===== src/rtl/safety_island_pkg.sv =====
// Shared types and register offsets for the safety island boot sequencer.
package safety_island_pkg;

  typedef enum logic [1:0] {
    Jtag      = 2'b00,
    Preloaded = 2'b01
  } bootmode_e;

  // Encodings are exposed in STATUS[2:0] and must stay stable.
  typedef enum logic [2:0] {
    StSample      = 3'd0,
    StWaitJtag    = 3'd1,
    StWaitPreload = 3'd2,
    StRelease     = 3'd3,
    StBoot        = 3'd4,
    StRunning     = 3'd5,
    StError       = 3'd6
  } boot_state_e;

  localparam logic [3:0] BootAddrOffset = 4'h0;
  localparam logic [3:0] StartOffset    = 4'h4;
  localparam logic [3:0] StatusOffset   = 4'h8;

  localparam logic [31:0] BaseAddr32 = 32'h0000_0000;
  localparam logic [31:0] MemOffset  = 32'h0000_0000;

endpackage


===== src/rtl/safety_island_boot_regs.sv =====
// Register window of the boot sequencer: BOOT_ADDR, START and STATUS with a
// req/gnt handshake and a registered read response.
module safety_island_boot_regs
  import safety_island_pkg::*;
#(
  parameter logic [31:0] BootAddrDefault = BaseAddr32 + MemOffset
) (
  input  logic        clk_i,
  input  logic        rst_i,
  input  logic        cfg_req_i,
  input  logic        cfg_we_i,
  input  logic [3:0]  cfg_addr_i,
  input  logic [31:0] cfg_wdata_i,
  output logic        cfg_gnt_o,
  output logic        cfg_rvalid_o,
  output logic [31:0] cfg_rdata_o,
  input  logic        addr_wr_en_i,
  input  logic [31:0] status_i,
  output logic        start_pulse_o,
  output logic [31:0] boot_addr_o
);

  logic [31:0] boot_addr_q, boot_addr_d;
  logic [31:0] rdata_q, rdata_d;
  logic        rvalid_q;
  logic        wr, rd;

  assign wr = cfg_req_i & cfg_we_i;
  assign rd = cfg_req_i & ~cfg_we_i;

  assign cfg_gnt_o     = cfg_req_i;
  assign start_pulse_o = wr && (cfg_addr_i == StartOffset) && cfg_wdata_i[0];

  always_comb begin
    boot_addr_d = boot_addr_q;
    if (wr && (cfg_addr_i == BootAddrOffset) && addr_wr_en_i) begin
      boot_addr_d = cfg_wdata_i;
    end
    rdata_d = '0;
    if (rd) begin
      case (cfg_addr_i)
        BootAddrOffset: rdata_d = boot_addr_q;
        StatusOffset:   rdata_d = status_i;
        default:        rdata_d = '0;
      endcase
    end
  end

  always_ff @(posedge clk_i) begin
    if (rst_i) begin
      boot_addr_q <= BootAddrDefault;
      rdata_q     <= '0;
      rvalid_q    <= 1'b0;
    end else begin
      boot_addr_q <= boot_addr_d;
      rdata_q     <= rdata_d;
      rvalid_q    <= cfg_req_i;
    end
  end

  assign cfg_rvalid_o = rvalid_q;
  assign cfg_rdata_o  = rdata_q;
  assign boot_addr_o  = boot_addr_q;

endmodule


===== src/rtl/safety_island_boot_ctrl.sv =====
// Boot sequencer for the safety island core: samples the boot mode, waits for
// the boot trigger, then releases reset and enables fetch. Optional preload
// timeout enabled by SAFETY_ISLAND_BOOT_TIMEOUT_EN.
module safety_island_boot_ctrl
  import safety_island_pkg::*;
#(
  parameter logic [31:0] BootAddrDefault = BaseAddr32 + MemOffset,
  parameter int unsigned ResetHoldCycles = 4,
  parameter int unsigned TimeoutCycles   = 1024
) (
  input  logic        clk_i,
  input  logic        rst_i,
  input  logic [1:0]  bootmode_i,
  input  logic        preload_done_i,
  input  logic        cfg_req_i,
  input  logic        cfg_we_i,
  input  logic [3:0]  cfg_addr_i,
  input  logic [31:0] cfg_wdata_i,
  output logic        cfg_gnt_o,
  output logic        cfg_rvalid_o,
  output logic [31:0] cfg_rdata_o,
  output logic [31:0] boot_addr_o,
  output logic        core_rst_o,
  output logic        fetch_en_o,
  output logic        error_o
);

  localparam int unsigned HoldW = $clog2(ResetHoldCycles + 1);
  localparam logic [HoldW-1:0] HoldLast = HoldW'(ResetHoldCycles - 1);

  boot_state_e      state_q, state_d;
  logic [1:0]       mode_q, mode_d;
  logic [HoldW-1:0] hold_cnt_q, hold_cnt_d;
  logic             start_pulse;
  logic             addr_wr_en;
  logic [31:0]      status;

`ifdef SAFETY_ISLAND_BOOT_TIMEOUT_EN
  localparam int unsigned TmoW = $clog2(TimeoutCycles + 1);
  localparam logic [TmoW-1:0] TmoLast = TmoW'(TimeoutCycles - 1);
  logic [TmoW-1:0] tmo_cnt_q, tmo_cnt_d;
`else
  logic unused_tmo;
  assign unused_tmo = (TimeoutCycles == 0);
`endif

  assign addr_wr_en = (state_q == StSample) || (state_q == StWaitJtag) ||
                      (state_q == StWaitPreload);
  assign status     = {26'b0, mode_q, (state_q == StError), state_q};

  safety_island_boot_regs #(
    .BootAddrDefault(BootAddrDefault)
  ) u_regs (
    .clk_i        (clk_i),
    .rst_i        (rst_i),
    .cfg_req_i    (cfg_req_i),
    .cfg_we_i     (cfg_we_i),
    .cfg_addr_i   (cfg_addr_i),
    .cfg_wdata_i  (cfg_wdata_i),
    .cfg_gnt_o    (cfg_gnt_o),
    .cfg_rvalid_o (cfg_rvalid_o),
    .cfg_rdata_o  (cfg_rdata_o),
    .addr_wr_en_i (addr_wr_en),
    .status_i     (status),
    .start_pulse_o(start_pulse),
    .boot_addr_o  (boot_addr_o)
  );

  // Counters clear whenever their state is not active, so each entry starts at 0.
  always_comb begin
    state_d    = state_q;
    mode_d     = mode_q;
    hold_cnt_d = '0;
`ifdef SAFETY_ISLAND_BOOT_TIMEOUT_EN
    tmo_cnt_d  = '0;
`endif
    unique case (state_q)
      StSample: begin
        mode_d = bootmode_i;
        if (bootmode_i == Jtag)           state_d = StWaitJtag;
        else if (bootmode_i == Preloaded) state_d = StWaitPreload;
        else                              state_d = StError;
      end
      StWaitJtag: begin
        if (start_pulse) state_d = StRelease;
      end
      StWaitPreload: begin
`ifdef SAFETY_ISLAND_BOOT_TIMEOUT_EN
        tmo_cnt_d = tmo_cnt_q + 1'b1;
        // A strobe on the final counted cycle still boots.
        if (preload_done_i)             state_d = StRelease;
        else if (tmo_cnt_q == TmoLast)  state_d = StError;
`else
        if (preload_done_i) state_d = StRelease;
`endif
      end
      StRelease: begin
        hold_cnt_d = hold_cnt_q + 1'b1;
        if (hold_cnt_q == HoldLast) state_d = StBoot;
      end
      StBoot:    state_d = StRunning;
      StRunning: state_d = StRunning;
      StError:   state_d = StError;
      default:   state_d = StError;
    endcase
  end

  always_ff @(posedge clk_i) begin
    if (rst_i) begin
      state_q    <= StSample;
      mode_q     <= 2'b00;
      hold_cnt_q <= '0;
`ifdef SAFETY_ISLAND_BOOT_TIMEOUT_EN
      tmo_cnt_q  <= '0;
`endif
    end else begin
      state_q    <= state_d;
      mode_q     <= mode_d;
      hold_cnt_q <= hold_cnt_d;
`ifdef SAFETY_ISLAND_BOOT_TIMEOUT_EN
      tmo_cnt_q  <= tmo_cnt_d;
`endif
    end
  end

  assign core_rst_o = !((state_q == StBoot) || (state_q == StRunning));
  assign fetch_en_o = (state_q == StRunning);
  assign error_o    = (state_q == StError);

endmodule

===== config.mk =====
export PLATFORM = sky130hd
export DESIGN_NAME = safety_island_boot_ctrl
export DESIGN_NICKNAME = d
export VERILOG_FILES = /design/src/rtl/safety_island_pkg.sv /design/src/rtl/safety_island_boot_regs.sv /design/src/rtl/safety_island_boot_ctrl.sv
export SDC_FILE = /design/constraint.sdc
export NUM_CORES = 1
export LEC_CHECK = 0
export CORE_MARGIN = 4
export CORE_UTILIZATION = 44
export CTS_CLUSTER_DIAMETER = 30
export DETAILED_ROUTE_END_ITERATION = 10
export PLACE_DENSITY = 0.78
export SYNTH_ARGS = -nofsm -noshare
export SYNTH_HDL_FRONTEND = slang
export SYNTH_SLANG_ARGS = --single-unit

===== constraint.sdc =====
create_clock -name clk_i -period 2.05 [get_ports clk_i]
set_input_delay 0.5125 -clock clk_i [delete_from_list [all_inputs] [get_ports clk_i]]
set_output_delay 0.5125 -clock clk_i [all_outputs]
set_load 0.01 [all_outputs]

# [Word level (Yosys, flattened, before mapping)]
# Index checks and enable logic that the tools add are counted.
# W data, S select, Z words.
[classes] n_mux=7 bitwise=5 addsub=1 n_reduce_logical=15 eq_ne=13
[op_table] cell="$pmux W32 S2" count=1
[op_table] cell="$mux W3" count=5
[op_table] cell="$pmux W3 S5" count=1
[op_table] cell="$eq A3 B2 Y1 const B" count=3
[op_table] cell="$eq A3 B3 Y1 const B" count=3
[op_table] cell="$ne A2 B2 Y1 const B" count=3
[op_table] cell="$reduce_or A2 Y1" count=3
[op_table] cell="$eq A4 B3 Y1 const B" count=1
[op_table] cell="$eq A4 B4 Y1 const B" count=1
[op_table] cell="$logic_and A1 B1 Y1" count=4
[op_table] cell="$logic_not A4 Y1" count=1
[op_table] cell="$add A3 B1 Y3 const B" count=1
[op_table] cell="$eq A3 B1 Y1 const B" count=1
[op_table] cell="$logic_not A3 Y1" count=1
[op_table] cell="$logic_or A1 B1 Y1" count=3
[op_table] cell="$not A1 Y1" count=3
[op_table] cell="$reduce_and A3 Y1" count=1
[op_table] cell="$and A1 B1 Y1" count=2
[op_table] cell="$eq A2 B1 Y1 const B" count=1
[op_table] cell="$logic_not A2 Y1" count=1
[op_table] cell="$logic_not A1 Y1" count=1
[totals] ff_bits=73 elab_cells=47 out_inout_bits=69 inputBits=43

# [Longest topological paths before layout]
[depth] depth_word=5 ltp_mapped=5 depth_no_buf=5

# [Cells and area by module]
# From an unflattened synthesis, not the netlist that was laid out.
[unflattened] hier_cells=301 area_unflattened_um2=2994.1
[modules_own_cells] mod="safety_island_boot_regs" n_inst=1 seq_area_each_um2=1301.2 area_per_inst_um2=2583.7 cells_per_inst=256
[modules_own_cells] mod="safety_island_boot_ctrl" n_inst=1 seq_area_each_um2=160.2 area_per_inst_um2=410.4 cells_per_inst=45

# [Worst setup path after synthesis]
# No wires, ideal clock.
[synth_path] kind="input port to flip-flop" from="in cfg_addr_i[1]" to="reg u_regs.boot_addr_q[0] (netlist: u_regs.boot_addr_o[0])" path_stages=4 path_buffers=1 setup_ns=0.072 required_time_ns=1.978 path_slack_ns=0.104 arrival_ns=1.875 cell_sequence="or4_4 -> nor4b_4 -> buf_6 -> mux2i_1"
[synth_between] elab_chain_len=3
[synth_lines] item="start, declared" line_no="safety_island_boot_ctrl.sv:17" source="input logic [3:0] cfg_addr_i,"
[synth_lines] item="$logic_not A4 Y1" line_no="safety_island_boot_regs.sv:36" source="if (wr && (cfg_addr_i == BootAddrOffset) && addr_wr_en_i) begin"
[synth_lines] item="$logic_and A1 B1 Y1 (2 in a row)" line_no="safety_island_boot_regs.sv:36"
[synth_lines] item="end signal, assigned" line_no="safety_island_boot_regs.sv:51" source="boot_addr_q <= BootAddrDefault;"
[synth_lines] item="end signal, assigned" line_no="safety_island_boot_regs.sv:55" source="boot_addr_q <= boot_addr_d;"
[synth_lines] item="end, declared" line_no="safety_island_boot_regs.sv:23" source="logic [31:0] boot_addr_q, boot_addr_d;"
# No other way between the ends.
# A chain may end at the register's enable or synchronous reset.

# [Worst setup path after layout]
[layout_path] from="in cfg_addr_i[0]" to="reg u_regs.boot_addr_q[3] (netlist: u_regs.boot_addr_o[3])"
# The elaborated chain is that of the path after synthesis.

==> reports/metrics.yaml <==
status: "complete, no violations"
hp-start: "hold_cnt_q[0]"
dr.pass1.iters: 4
ys_types: 33
startpoint_type: "primary input"
whs_path_depth: 1
worstMarginPinSlew_ps: 581.2
core_sq_um: 6422
grt_usage: 0.1697
stdcell_count: 472
path_max_fanout: 6
clockBufferDepth: 2
crit_type: "in2reg"
cp-end-kind: "flip-flop"
place_hpwl_mm: 4.822
leakagePower_uw: 0.001713
fp.dieW_um: 89.82
syn_nets: 310
rsz0062_at_grt: "false"
grt_max_degree: 74
seq_power_share: 0.503
grt_pass1_vias: 2260
yosys_warnings: 0
port_buffers: 111
finalCritPeriodShare: 0.9719
skew_ps: 8.829
antenna_cells: 0
dieArea_sq_um: 8067
ios: 112
comb_power_share: 0.097
ys_seq_area_frac: 0.4962
clkSinkCount: 73
place_inst: 451
via_per_inst: 4.731
cts-root-buf: "clkbuf_8"
dpl-instance-area_sq_um: 4159
drive_gt1_frac: 0.2253
reg2reg_from: "state_q[0]"
holdPathEnd: "hold_cnt_q[0]"
regToRegEndpoint: "u_regs.boot_addr_o[3]"
hold_viol_final: 0
fin_util: 0.6990
synth_area_sq_um: 2945
start_util: 0.4586
route.met2.wl_mm: 3.479
fin_crit_ps: 1992
critical-path-max-stage-delay_ps: 450
wl_per_cell_um: 14.97
reg2reg_depth: 6
slew_violations: 0
avgSynthCellArea_sq_um: 11.11
r2r_slack_ps: 500
p_sw_frac: 0.2168
clock.fmax_mhz: 501.9
powerDensity_nw_per_um2: 647.3
slew_headroom: 0.6126
crit_chain: "clkdlybuf4s50_1 -> or4_4 -> nor4b_4 -> buf_6 -> clkbuf_16 -> mux2i_1"
cts.htree.levels: 3
cts_tree: "built"
pwr-share-clk: 0.400
numCtsBuffers: 9
peakVddDrop_uv: 316.3
cts.clk_slew.worst_paths_ps: 70
hold_path.class: "reg2reg"
top_layer: "met4"
layout_common_cells: "104 x clkdlybuf4s50_1, 71 x dfxtp_1, 47 x or2b_2"
synth_seq_cells: 73
synth_cells: 265
num_rows: 29
p_switching_uw: 630.1
drt_iter0_markers: 53
gp_congestion: 0.7943
cts_hold_buf: 0
final_area_sq_um: 4489
dr_total_vias: 2233
route.detailed.drc: 0
grt-ovfl-total: 0
final_antenna_net_count: 0
crit_arrival_ps: 2250
maxCapViolCount: 0
die_y_um: 89.82
area_growth_pct: 52.42
routed_wl_mm: 7.067
grt_pass1_wl_mm: 11.25
p_int_uw: 2276
finalSetupViolations: 0
antenna_found_initial: 0
met1_length_mm: 3.043
critPathSlowestCell: "or4_4"
clock_latency_ps: 330
fin_nets: 435
worstPathRequired_ps: 2310
final_common_cell: "clkdlybuf4s50_1"
wl_met3_um: 484
-- metrics by stage --
stage | hold WS (ps) | power (uW) | setup TNS [ps] | worst slack [ps]
2_1_floorplan | 405.3 | 1631 | 0 | 103.6
3_3_place_gp | 417.2 | 1764 | -12580 | -320.9
3_5_place_dp | 431.2 | 1769 | -15880 | -414.2
4_1_cts | 468.8 | 2922 | 0 | 4.989
5_1_grt | 476.4 | 3031 | 0 | 0.7394
6_report | 463.0 | 2906 | 0 | 57.64
-- Yosys cell counts --
cell type	count	area [sq um]
a211oi_1	1	7.510
a21oi_1	2	10.01
a22oi_1	6	45.04
a31oi_1	1	6.260
a41o_1	1	10.01
and2_1	26	162.7
and3_1	1	6.260
and3b_1	1	8.760
buf_4	1	7.510
buf_6	4	45.04
clkbuf_1	11	41.29
clkbuf_8	2	27.53
dfxtp_1	73	1461
ha_1	2	25.02
inv_1	3	11.26
mux2i_1	34	340.3
nand2_1	4	15.01
nand2b_1	10	62.56
nor2_1	10	37.54
nor2b_1	3	18.77
nor3_1	2	10.01
nor4_1	3	18.77
nor4b_1	2	17.52
nor4b_4	1	23.77
o21a_1	1	7.510
o21ai_0	1	5.000
o311a_1	1	10.01
or2b_1	7	52.55
or2b_2	47	411.6
or3_1	1	6.260
or3b_2	1	8.760
or4_4	1	11.26
or4bb_2	1	12.51
-- worst max-delay path, delay by kind of cell --
family                 cells  cell delay [ps]
buffers and inverters      3              810
AND/OR/NAND/NOR            2              750
multiplexers               1              180
-- layer usage --
metal | global-route usage | vias up
met2 | 0.2870 | 84
met1 | 0.2033 | 1020
met3 | 0.05259 | 6
met5 | 0 | -
met4 | 0.06130 | 0
li1 | - | 1123
-- worst max path at each step --
stage / startpoint / end / slack [ps]
floorplan: cfg_addr_i[1] / u_regs.boot_addr_o[0] / 100
global placement: cfg_addr_i[1] / u_regs.boot_addr_o[26] / -320
detailed placement: cfg_addr_i[1] / u_regs.boot_addr_o[24] / -410
CTS: cfg_addr_i[0] / u_regs.boot_addr_o[12] / 5
global route: cfg_addr_i[0] / u_regs.boot_addr_o[23] / 0.7
finish: cfg_addr_i[0] / u_regs.boot_addr_o[3] / 60
-- power groups by stage --
stage          logic (uW)  clock network [uW]  registers [uW]
2_1_floorplan         147                   0            1480
3_3_place_gp          271                   0            1490
3_5_place_dp          276                   0            1490
4_1_cts               278                1180            1460
5_1_grt               305                1260            1470
6_report              281                1160            1460
-- logic make-up after synthesis --
group           synth area share
compound gates           0.03441
fa+ha+maj               0.008495
simple gates              0.3003
flops                     0.4962
buf+inv                  0.04503
mux                       0.1155
-- final cells by class --
cell class                      count  area, sq um
Fill cell                         508         1933
Sequential cell                    73         1466
Timing Repair Buffer              132         1356
Multi-Input combinational cell    171         1351
Clock buffer                       14        172.7
Tap cell                           77        96.34
Clock inverter                      2        35.03
Inverter                            3        11.26
-- state kept, by name (all words and copies together), names as in the netlist --
| register | cells |
|---|---|
| u_regs.boot_addr_o | 32 |
| u_regs.cfg_rdata_o | 32 |
| hold_cnt_q | 3 |
| state_q | 3 |
| mode_q | 2 |
| u_regs.cfg_rvalid_o | 1 |
-- timing repair --
| action | in CTS | in global routing |
|---|---|---|
| cloned | 0 | 4 |
| buffers inserted | 0 | 1 |
| pin swaps | 0 | 2 |
| resized for setup | 6 | 7 |
| setup endpoints to repair | 22 | 29 |
Power figures use the tool's default switching activity.
